<file path="config.mk">
export PLATFORM = sky130hd
export DESIGN_NAME = multicycle_controller_flat
export DESIGN_NICKNAME = d
export VERILOG_FILES = /design/src/rtl/multicycle_controller_if.sv /design/src/rtl/multicycle_controller.sv /design/src/flat_wrapper.sv
export SDC_FILE = /design/constraint.sdc
export NUM_CORES = 1
export LEC_CHECK = 0
export CAP_MARGIN = 20
export CORE_MARGIN = 1
export CORE_UTILIZATION = 41
export CTS_CLUSTER_DIAMETER = 30
export CTS_CLUSTER_SIZE = 24
export DETAILED_ROUTE_END_ITERATION = 10
export PLACE_DENSITY_LB_ADDON = 0.3
export SLEW_MARGIN = 25
export SYNTH_ARGS = -nofsm -noshare
export SYNTH_HDL_FRONTEND = slang
export SYNTH_SLANG_ARGS = --single-unit
</file>
<file path="constraint.sdc">
create_clock -name clk -period 2.5 [get_ports clk]
set_input_delay 0.5 -clock clk [delete_from_list [all_inputs] [get_ports clk]]
set_output_delay 0.5 -clock clk [all_outputs]
set_load 0.05 [all_outputs]
</file>
<file path="src/rtl/multicycle_controller_if.sv">
// ============================================================================
// Module   : multicycle_controller_if
// Brief    : Decode inputs and datapath control outputs of the controller.
// Revision : 1.0 - initial release
// ============================================================================
`default_nettype none

interface multicycle_controller_if;
  logic [6:0] op;
  logic [2:0] funct3;
  logic       funct7b5;
  logic       zero;

  logic       PCWrite;
  logic       AdrSrc;
  logic       MemWrite;
  logic       IRWrite;
  logic [1:0] ResultSrc;
  logic [1:0] ALUSrcA;
  logic [1:0] ALUSrcB;
  logic [1:0] ImmSrc;
  logic       RegWrite;
  logic [2:0] ALUControl;

  // Datapath side: supplies instruction fields and flags, consumes controls.
  modport master (
    output op, funct3, funct7b5, zero,
    input  PCWrite, AdrSrc, MemWrite, IRWrite, ResultSrc,
           ALUSrcA, ALUSrcB, ImmSrc, RegWrite, ALUControl
  );

  modport slave (
    input  op, funct3, funct7b5, zero,
    output PCWrite, AdrSrc, MemWrite, IRWrite, ResultSrc,
           ALUSrcA, ALUSrcB, ImmSrc, RegWrite, ALUControl
  );
endinterface

`default_nettype wire

</file>
<file path="src/rtl/multicycle_controller.sv">
// ============================================================================
// Module   : multicycle_controller
// Brief    : Moore FSM controller for a multicycle RV32 subset datapath.
// Revision : 1.0 - initial release
// ============================================================================
`default_nettype none

module multicycle_controller (
  input  wire logic             clk,
  input  wire logic             reset,
  multicycle_controller_if.slave ctl
);

  localparam logic [3:0] c_FETCH    = 4'd0;
  localparam logic [3:0] c_DECODE   = 4'd1;
  localparam logic [3:0] c_MEMADR   = 4'd2;
  localparam logic [3:0] c_MEMREAD  = 4'd3;
  localparam logic [3:0] c_MEMWB    = 4'd4;
  localparam logic [3:0] c_MEMWRITE = 4'd5;
  localparam logic [3:0] c_EXECR    = 4'd6;
  localparam logic [3:0] c_EXECI    = 4'd7;
  localparam logic [3:0] c_ALUWB    = 4'd8;
  localparam logic [3:0] c_BEQ      = 4'd9;
  localparam logic [3:0] c_JAL      = 4'd10;

  localparam logic [6:0] c_OP_LW    = 7'b0000011;
  localparam logic [6:0] c_OP_SW    = 7'b0100011;
  localparam logic [6:0] c_OP_RTYPE = 7'b0110011;
  localparam logic [6:0] c_OP_ITYPE = 7'b0010011;
  localparam logic [6:0] c_OP_BEQ   = 7'b1100011;
  localparam logic [6:0] c_OP_JAL   = 7'b1101111;

  logic [3:0] r_state;
  logic [3:0] w_next_state;

  logic       w_adr_src;
  logic       w_mem_write;
  logic       w_ir_write;
  logic       w_reg_write;
  logic [1:0] w_result_src;
  logic [1:0] w_alu_src_a;
  logic [1:0] w_alu_src_b;
  logic [1:0] w_alu_op;
  logic       w_branch;
  logic       w_pc_update;
  logic [2:0] w_alu_control;
  logic [1:0] w_imm_src;

  always_ff @(posedge clk or negedge reset) begin
    if (!reset) begin
      r_state <= c_FETCH;
    end else begin
      r_state <= w_next_state;
    end
  end

  always_comb begin
    w_next_state = c_FETCH;
    case (r_state)
      c_FETCH:  w_next_state = c_DECODE;
      c_DECODE: begin
        case (ctl.op)
          c_OP_LW, c_OP_SW: w_next_state = c_MEMADR;
          c_OP_RTYPE:       w_next_state = c_EXECR;
          c_OP_ITYPE:       w_next_state = c_EXECI;
          c_OP_BEQ:         w_next_state = c_BEQ;
          c_OP_JAL:         w_next_state = c_JAL;
          default:          w_next_state = c_FETCH;
        endcase
      end
      c_MEMADR:   w_next_state = (ctl.op == c_OP_LW) ? c_MEMREAD : c_MEMWRITE;
      c_MEMREAD:  w_next_state = c_MEMWB;
      c_MEMWB:    w_next_state = c_FETCH;
      c_MEMWRITE: w_next_state = c_FETCH;
      c_EXECR:    w_next_state = c_ALUWB;
      c_EXECI:    w_next_state = c_ALUWB;
      c_ALUWB:    w_next_state = c_FETCH;
      c_BEQ:      w_next_state = c_FETCH;
      c_JAL:      w_next_state = c_ALUWB;
      default:    w_next_state = c_FETCH;
    endcase
  end

  always_comb begin
    w_adr_src    = 1'b0;
    w_mem_write  = 1'b0;
    w_ir_write   = 1'b0;
    w_reg_write  = 1'b0;
    w_result_src = 2'b00;
    w_alu_src_a  = 2'b00;
    w_alu_src_b  = 2'b00;
    w_alu_op     = 2'b00;
    w_branch     = 1'b0;
    w_pc_update  = 1'b0;
    case (r_state)
      c_FETCH: begin
        w_ir_write   = 1'b1;
        w_alu_src_b  = 2'b10;
        w_result_src = 2'b10;
        w_pc_update  = 1'b1;
      end
      c_DECODE: begin
        w_alu_src_a = 2'b01;
        w_alu_src_b = 2'b01;
      end
      c_MEMADR: begin
        w_alu_src_a = 2'b10;
        w_alu_src_b = 2'b01;
      end
      c_MEMREAD: begin
        w_adr_src = 1'b1;
      end
      c_MEMWB: begin
        w_result_src = 2'b01;
        w_reg_write  = 1'b1;
      end
      c_MEMWRITE: begin
        w_adr_src   = 1'b1;
        w_mem_write = 1'b1;
      end
      c_EXECR: begin
        w_alu_src_a = 2'b10;
        w_alu_op    = 2'b10;
      end
      c_EXECI: begin
        w_alu_src_a = 2'b10;
        w_alu_src_b = 2'b01;
        w_alu_op    = 2'b10;
      end
      c_ALUWB: begin
        w_reg_write = 1'b1;
      end
      c_BEQ: begin
        w_alu_src_a = 2'b10;
        w_alu_op    = 2'b01;
        w_branch    = 1'b1;
      end
      c_JAL: begin
        w_alu_src_a = 2'b01;
        w_alu_src_b = 2'b10;
        w_pc_update = 1'b1;
      end
      default: begin
        w_adr_src = 1'b0;
      end
    endcase
  end

  // Subtract only for R-type SUB; I-type ADDI ignores bit 30 (op[5] = 0).
  always_comb begin
    w_alu_control = 3'b000;
    case (w_alu_op)
      2'b01: w_alu_control = 3'b001;
      2'b10: begin
        case (ctl.funct3)
          3'b000:  w_alu_control = (ctl.op[5] & ctl.funct7b5) ? 3'b001 : 3'b000;
          3'b010:  w_alu_control = 3'b101;
          3'b110:  w_alu_control = 3'b011;
          3'b111:  w_alu_control = 3'b010;
          default: w_alu_control = 3'b000;
        endcase
      end
      default: w_alu_control = 3'b000;
    endcase
  end

  always_comb begin
    w_imm_src = 2'b00;
    case (ctl.op)
      c_OP_SW:  w_imm_src = 2'b01;
      c_OP_BEQ: w_imm_src = 2'b10;
      c_OP_JAL: w_imm_src = 2'b11;
      default:  w_imm_src = 2'b00;
    endcase
  end

  // Write enables are gated directly by the reset pin so they drop the
  // moment reset asserts, not at the next edge.
  assign ctl.PCWrite    = reset & (w_pc_update | (w_branch & ctl.zero));
  assign ctl.IRWrite    = reset & w_ir_write;
  assign ctl.MemWrite   = reset & w_mem_write;
  assign ctl.RegWrite   = reset & w_reg_write;
  assign ctl.AdrSrc     = w_adr_src;
  assign ctl.ResultSrc  = w_result_src;
  assign ctl.ALUSrcA    = w_alu_src_a;
  assign ctl.ALUSrcB    = w_alu_src_b;
  assign ctl.ImmSrc     = w_imm_src;
  assign ctl.ALUControl = w_alu_control;

endmodule

`default_nettype wire
</file>
<file path="src/flat_wrapper.sv">
// flat-port wrapper written by rule: the top's interface ports become plain ports
module multicycle_controller_flat 
  (clk, reset, ctl_op, ctl_funct3, ctl_funct7b5, ctl_zero, ctl_PCWrite, ctl_AdrSrc, ctl_MemWrite, ctl_IRWrite, ctl_ResultSrc, ctl_ALUSrcA, ctl_ALUSrcB, ctl_ImmSrc, ctl_RegWrite, ctl_ALUControl);
  multicycle_controller_if ctl_i ();
  input  wire logic clk;
  input  wire logic reset;
  input wire logic [$bits(ctl_i.op)-1:0] ctl_op;
  input wire logic [$bits(ctl_i.funct3)-1:0] ctl_funct3;
  input wire logic [$bits(ctl_i.funct7b5)-1:0] ctl_funct7b5;
  input wire logic [$bits(ctl_i.zero)-1:0] ctl_zero;
  output wire logic [$bits(ctl_i.PCWrite)-1:0] ctl_PCWrite;
  output wire logic [$bits(ctl_i.AdrSrc)-1:0] ctl_AdrSrc;
  output wire logic [$bits(ctl_i.MemWrite)-1:0] ctl_MemWrite;
  output wire logic [$bits(ctl_i.IRWrite)-1:0] ctl_IRWrite;
  output wire logic [$bits(ctl_i.ResultSrc)-1:0] ctl_ResultSrc;
  output wire logic [$bits(ctl_i.ALUSrcA)-1:0] ctl_ALUSrcA;
  output wire logic [$bits(ctl_i.ALUSrcB)-1:0] ctl_ALUSrcB;
  output wire logic [$bits(ctl_i.ImmSrc)-1:0] ctl_ImmSrc;
  output wire logic [$bits(ctl_i.RegWrite)-1:0] ctl_RegWrite;
  output wire logic [$bits(ctl_i.ALUControl)-1:0] ctl_ALUControl;
  assign ctl_i.op = ctl_op;
  assign ctl_i.funct3 = ctl_funct3;
  assign ctl_i.funct7b5 = ctl_funct7b5;
  assign ctl_i.zero = ctl_zero;
  assign ctl_PCWrite = ctl_i.PCWrite;
  assign ctl_AdrSrc = ctl_i.AdrSrc;
  assign ctl_MemWrite = ctl_i.MemWrite;
  assign ctl_IRWrite = ctl_i.IRWrite;
  assign ctl_ResultSrc = ctl_i.ResultSrc;
  assign ctl_ALUSrcA = ctl_i.ALUSrcA;
  assign ctl_ALUSrcB = ctl_i.ALUSrcB;
  assign ctl_ImmSrc = ctl_i.ImmSrc;
  assign ctl_RegWrite = ctl_i.RegWrite;
  assign ctl_ALUControl = ctl_i.ALUControl;
  multicycle_controller u_core (.clk(clk), .reset(reset), .ctl(ctl_i));
endmodule
</file>
After elaboration in Yosys (flattened, before gate mapping)
Index checks and enable logic that the tools add are counted.
Word-level totals
  logic and storage cells: 57
  input bits: 14
  register bits: 4
  output and inout bits: 16
Cells by class
  bitwise operators: 7
  muxes and demuxes: 17
  reduce and logical (&&, ||, !) cells: 11
  equal/unequal tests: 21
Operator list (number)
  4-bit one-hot mux with 5 select lines: 2
  4-bit by 3-bit == test with 1-bit output, second input constant: 4
  2-bit one-hot mux with 2 select lines: 4
  7-bit by 6-bit == test with 1-bit output, second input constant: 2
  7-bit == test, second input constant: 2
  4-bit == test, second input constant: 3
  3-bit one-hot mux with 4 select lines: 1
  2-bit OR reduction: 6
  4-bit by 2-bit == test with 1-bit output, second input constant: 2
  7-bit by 2-bit == test with 1-bit output, second input constant: 1
  7-bit by 5-bit == test with 1-bit output, second input constant: 1
  1-bit two-way mux: 7
  1-bit bitwise AND: 6
  3-bit == test, second input constant: 2
  2-bit one-hot mux with 3 select lines: 1
  3-bit one-hot mux with 2 select lines: 1
  3-bit OR reduction: 2
  4-bit by 1-bit == test with 1-bit output, second input constant: 1
  4-bit zero test: 1
  4-bit OR reduction: 1
  3-bit by 2-bit == test with 1-bit output, second input constant: 1
  3-bit zero test: 1
  3-bit two-way mux: 1
  2-bit by 1-bit == test with 1-bit output, second input constant: 1
  2 further kinds: 2

Depth between registers and ports, before layout
  depth in word-level cells: 5
  depth in mapped cells: 7
  mapped depth without buffers: 6

Least setup slack after synthesis
Ideal clock, no wire load.
  path type: register to output
  start point: register u_core.r_state[0]
  end point: output port ctl_PCWrite
  arrival: 2.124 ns
  setup slack: -0.124 ns
  required time: 2.000 ns
  path buffers: 1
  cell stages (with the launch flop): 4
  cell sequence: dfrtp_1 buf_4 nor4b_2 o21a_1
On the way
  cells in the longest elaborated chain, start to end: 5
  elaborated cells on any way between the ends: 9
  those cells by class: eq/ne (2); mux (2); bitwise (3); reduce/logical (2)
Ends and longest elaborated chain
  from (decl): line multicycle_controller.sv:33  | logic [3:0] r_state;
  from (signal assigned): line multicycle_controller.sv:51  | r_state <= c_FETCH;
  from (signal assigned): line multicycle_controller.sv:53  | r_state <= w_next_state;
  4-bit == test or 4-bit zero test (tied branches): line multicycle_controller.sv:95  | case (r_state)
  2-bit OR reduction (no line) or 1-bit two-way mux (tied branches)
  1-bit two-way mux or 1-bit bitwise AND (tied branches): line multicycle_controller.sv:95, multicycle_controller.sv:179
  1-bit OR *: line multicycle_controller.sv:179  | assign ctl.PCWrite = reset & (w_pc_update | (w_branch & ctl.zero));
  1-bit bitwise AND *: line multicycle_controller.sv:179
  to (decl): line flat_wrapper.sv:11  | output wire logic [$bits(ctl_i.PCWrite)-1:0] ctl_PCWrite;
Every way passes the cells marked *; elsewhere a longest branch is shown, timed or not.

Final worst setup path
  start point: register u_core.r_state[2]
  end point: output port ctl_ALUControl[0]
On the way
  cells in the longest elaborated chain, start to end: 5
  elaborated cells on any way between the ends: 8
  those cells by class: eq/ne (5); mux (2); reduce/logical (1)
Ends and longest elaborated chain
  4-bit by 3-bit == test with 1-bit output: line multicycle_controller.sv:95
  2-bit OR reduction (no line)
  2-bit one-hot mux with 2 select lines *: line multicycle_controller.sv:95
  2-bit == test or 2-bit by 1-bit == test with 1-bit output (tied branches): line multicycle_controller.sv:152  | case (w_alu_op)
  3-bit one-hot mux with 2 select lines *: line multicycle_controller.sv:152
  to (decl): line flat_wrapper.sv:20  | output wire logic [$bits(ctl_i.ALUControl)-1:0] ctl_ALUControl;
Marks and branches as above.

==> metrics.csv <==
metric;value;unit
run status;finished, final reports clean;
IO buf count;29;
Top-Level Pins;30;
Overflow after GRT;0;
critical path start-end classification;reg -> out;
share of layout cells above drive strength 1;0.290;
number of distinct library cells after synthesis;41;
final hold violations;0;
Synth Cell Area;581;um2
r2r worst-path depth;4;
Die X-Extent;39.6;um
maximum number of buffers from clock root to sink;2;
number of warnings reported in the yosys synthesis log;0;
endpoint of the worst setup timing path;ctl_ALUControl[0];
#FFs+latches synth;4;
reported max-cap violation count;0;
Largest register FFs;4;
share of async-settable or async-resettable flops after synthesis;1.00;
total global-route track usage;0.251;
xor/xnor share of the synthesized area;0.0603;
post-synth net total;90;
number of cells on the critical path;7;
Final Routed Wirelength;1.65;mm
via count;660;
number of hold buffers added after cts;0;
number of nets still failing antenna checks after routing;0;
clock latency reported for the late side of the worst-skew pair;240;ps
startpoint of the most critical setup path;u_core.r_state[2]$_DFF_PN0_;
highest clock rate;426;MHz
core outline area;1300;um2
portion of total power attributed to sequential cells;0.121;
overall power;0.652;mW
htree depth;1;
cell-by-cell listing of the critical path;buf_4 > nor2b_2 > nand2_1 > ha_1 > a31oi_1 > a21oi_1 > buf_12;
total number of placement rows;13;
clock tree from TritonCTS;yes;
number of setup violations in the final report;0;
simple-gate share of the synthesized area;0.444;
data required time at the worst endpoint;2000;ps
worst min-delay path category;in -> async;
clock sinks;4;
compound-cell area share of the yosys netlist;0.172;
largest incremental delay on the critical path;400;ps
number of antenna violations at the first check in global routing;0;
clock network fraction of design power;0.129;
register ranked first by flip-flop count;u_core.r_state;
number of vias per cell;5.41;
synthesized instance count;74;
net switching share of the total power;0.497;
Max IR drop VDD;0.307;mV
end of the worst register-to-register path;u_core.r_state[2]$_DFF_PN0_;
Worst Clk Skew;4.21;ps
RSZ-0062 raised after global routing;no;
net switching power of the design;0.324;mW
routability congestion estimate from global placement;0.708;
Worst setup SP type;register;
transition time at the pin with the least slew margin;295;ps
clock transition time at the flip-flop clock pins of the worst setup and hold paths;40;ps
synthesis-to-finish area growth;73.3;%
critical path buffer and inverter count;2;
type of destination of the critical path;output port;
mux contribution to synthesized area;0.0172;
slowest CP cell;dfrtp_1;
share of the clock period used by the worst path;0.939;
largest fanout on the critical path;7;
Leak;0.445;nW
cell at the root of the clock tree;clkbuf_4;
synthesized area per cell;7.85;um2
number of DRC markers in iteration 0;14;
main flop type after synthesis;dfrtp_1;
Post-synth EDFFs;0;
Final Slew Violations;0;
power share of the combinational group;0.750;
TritonCTS Buffers;3;
largest registers in the final layout;u_core.r_state x4;
via count of the first global-routing pass;619;
cell-internal power;0.328;mW
Critical R2R Launch;u_core.r_state[0]$_DFF_PN0_;
pin count of the biggest net entering global routing;15;
Post-CTS Setup Repair Bufs;0;
Worst EP arrival;1850;ps
first-pass GRT wire length;2.59;mm
Inserted Diodes;0;
dominant combinational cell family by area after synthesis;simple AND/OR/NAND/NOR gates;
Total Die Area;1570;um2
setup slack of the worst register-to-register path;1200;ps
fin nets;125;
post-synthesis sequential area ratio;0.172;
setup TNS after final layout;0;ps
Post-Synth Adder-Cell Area;0.0431;
cells resized by post-CTS repair;0;
total power divided by cell area;648;nW/um2
cell family with most CP delay;flip-flops;
detailed-routing iteration count for the pre-antenna-repair pass;4;
drt wl/cell;13.5;um
relative max-transition margin;0.803;
DRC errors left;0;
HPWL after detailed placement;1.29;mm
Die H;39.6;um
time the final worst path needs with I/O delays and setup;2350;ps
starting density of the core;0.446;
## worst reg2reg max path, cell delays in order (launching register included)
cell and delay [ps]:
dfrtp_1 370, buf_4 190, nor4_2 200, a21boi_0 170, o221a_1 250
## cell families after synthesis
kind of cell | count (synthesis)
DFF | 4
adders and majority gates | 2
buffers and inverters | 8
AOI/OAI and AO/OA | 14
xor gates and xnor gates | 4
and+or+nand+nor | 41
muxes | 1
## cell usage after synthesis, types with 2 or more instances
cell / number / area share
nor2_1: 10 / 0.065
dfrtp_1: 4 / 0.17
and3_1: 3 / 0.032
nor3_1: 2 / 0.017
and3b_1: 2 / 0.030
nor2b_1: 2 / 0.022
nand3_1: 2 / 0.017
ha_1: 2 / 0.043
nand2_1: 4 / 0.026
xnor2_1: 4 / 0.060
nor3b_1: 3 / 0.039
buf_6: 2 / 0.039
inv_1: 3 / 0.019
a21oi_1: 3 / 0.026
o21a_1: 2 / 0.026
## cell usage in the layout, fill, tap and decap left out, types with 4 or more instances in the layout
master           synthesis  final
clkdlybuf4s50_1          0     13
buf_4                    1     11
nor2_1                  10     10
buf_12                   0     10
nand2_1                  4      4
xnor2_1                  4      4
dfrtp_1                  4      4
## per-layer routing
metal	up-vias	global-route usage	share of wire
li1	329	-	-
met1	307	0.268	0.42
met2	22	0.467	0.53
met3	2	0.0341	0.036
met4	0	0.129	0.0085
met5	-	0	0
## per-stage QoR
| step | area (um2) | util | hold WS, ps | instances | setup WS, ps |
|---|---|---|---|---|---|
| after floorplan | 589 | - | 204 | 74 | 119 |
| after global placement | 983 | 0.756 | 586 | 119 | 337 |
| after detailed placement | 983 | 0.756 | 588 | 119 | 313 |
| after CTS | 1010 | 0.773 | 506 | 122 | 167 |
| after global routing | 1010 | 0.773 | 523 | 122 | 43.4 |
| final | 1010 | 0.773 | 509 | 122 | 152 |
## final cells by class
cell class | count | area, um2
Clock buffer | 3 | 22.5
Fill cell | 102 | 295
Inverter | 4 | 15.0
Multi-Input combinational cell | 62 | 437
Sequential cell | 4 | 100
Tap cell | 15 | 18.8
Timing Repair Buffer | 34 | 413
## power by group through the flow
| stage | Clock, mW | Combinational [mW] | Sequential, mW |
|---|---|---|---|
| after floorplan | 0 | 0.306 | 0.0821 |
| after global placement | 0 | 0.477 | 0.0786 |
| after detailed placement | 0 | 0.484 | 0.0798 |
| after CTS | 0.0855 | 0.485 | 0.0791 |
| after global routing | 0.0859 | 0.516 | 0.0807 |
| final | 0.0843 | 0.488 | 0.0789 |
## worst min path at each step
stage | cells past startpoint | from | end
global route | 1 | reset | u_core.r_state[2]$_DFF_PN0_
floorplan | 0 | reset | u_core.r_state[0]$_DFF_PN0_
detailed placement | 2 | u_core.r_state[2]$_DFF_PN0_ | u_core.r_state[2]$_DFF_PN0_
finish | 1 | reset | u_core.r_state[1]$_DFF_PN0_
CTS | 1 | reset | u_core.r_state[1]$_DFF_PN0_
global placement | 2 | u_core.r_state[2]$_DFF_PN0_ | u_core.r_state[2]$_DFF_PN0_
Note: power is estimated with default switching activity, not from simulation.
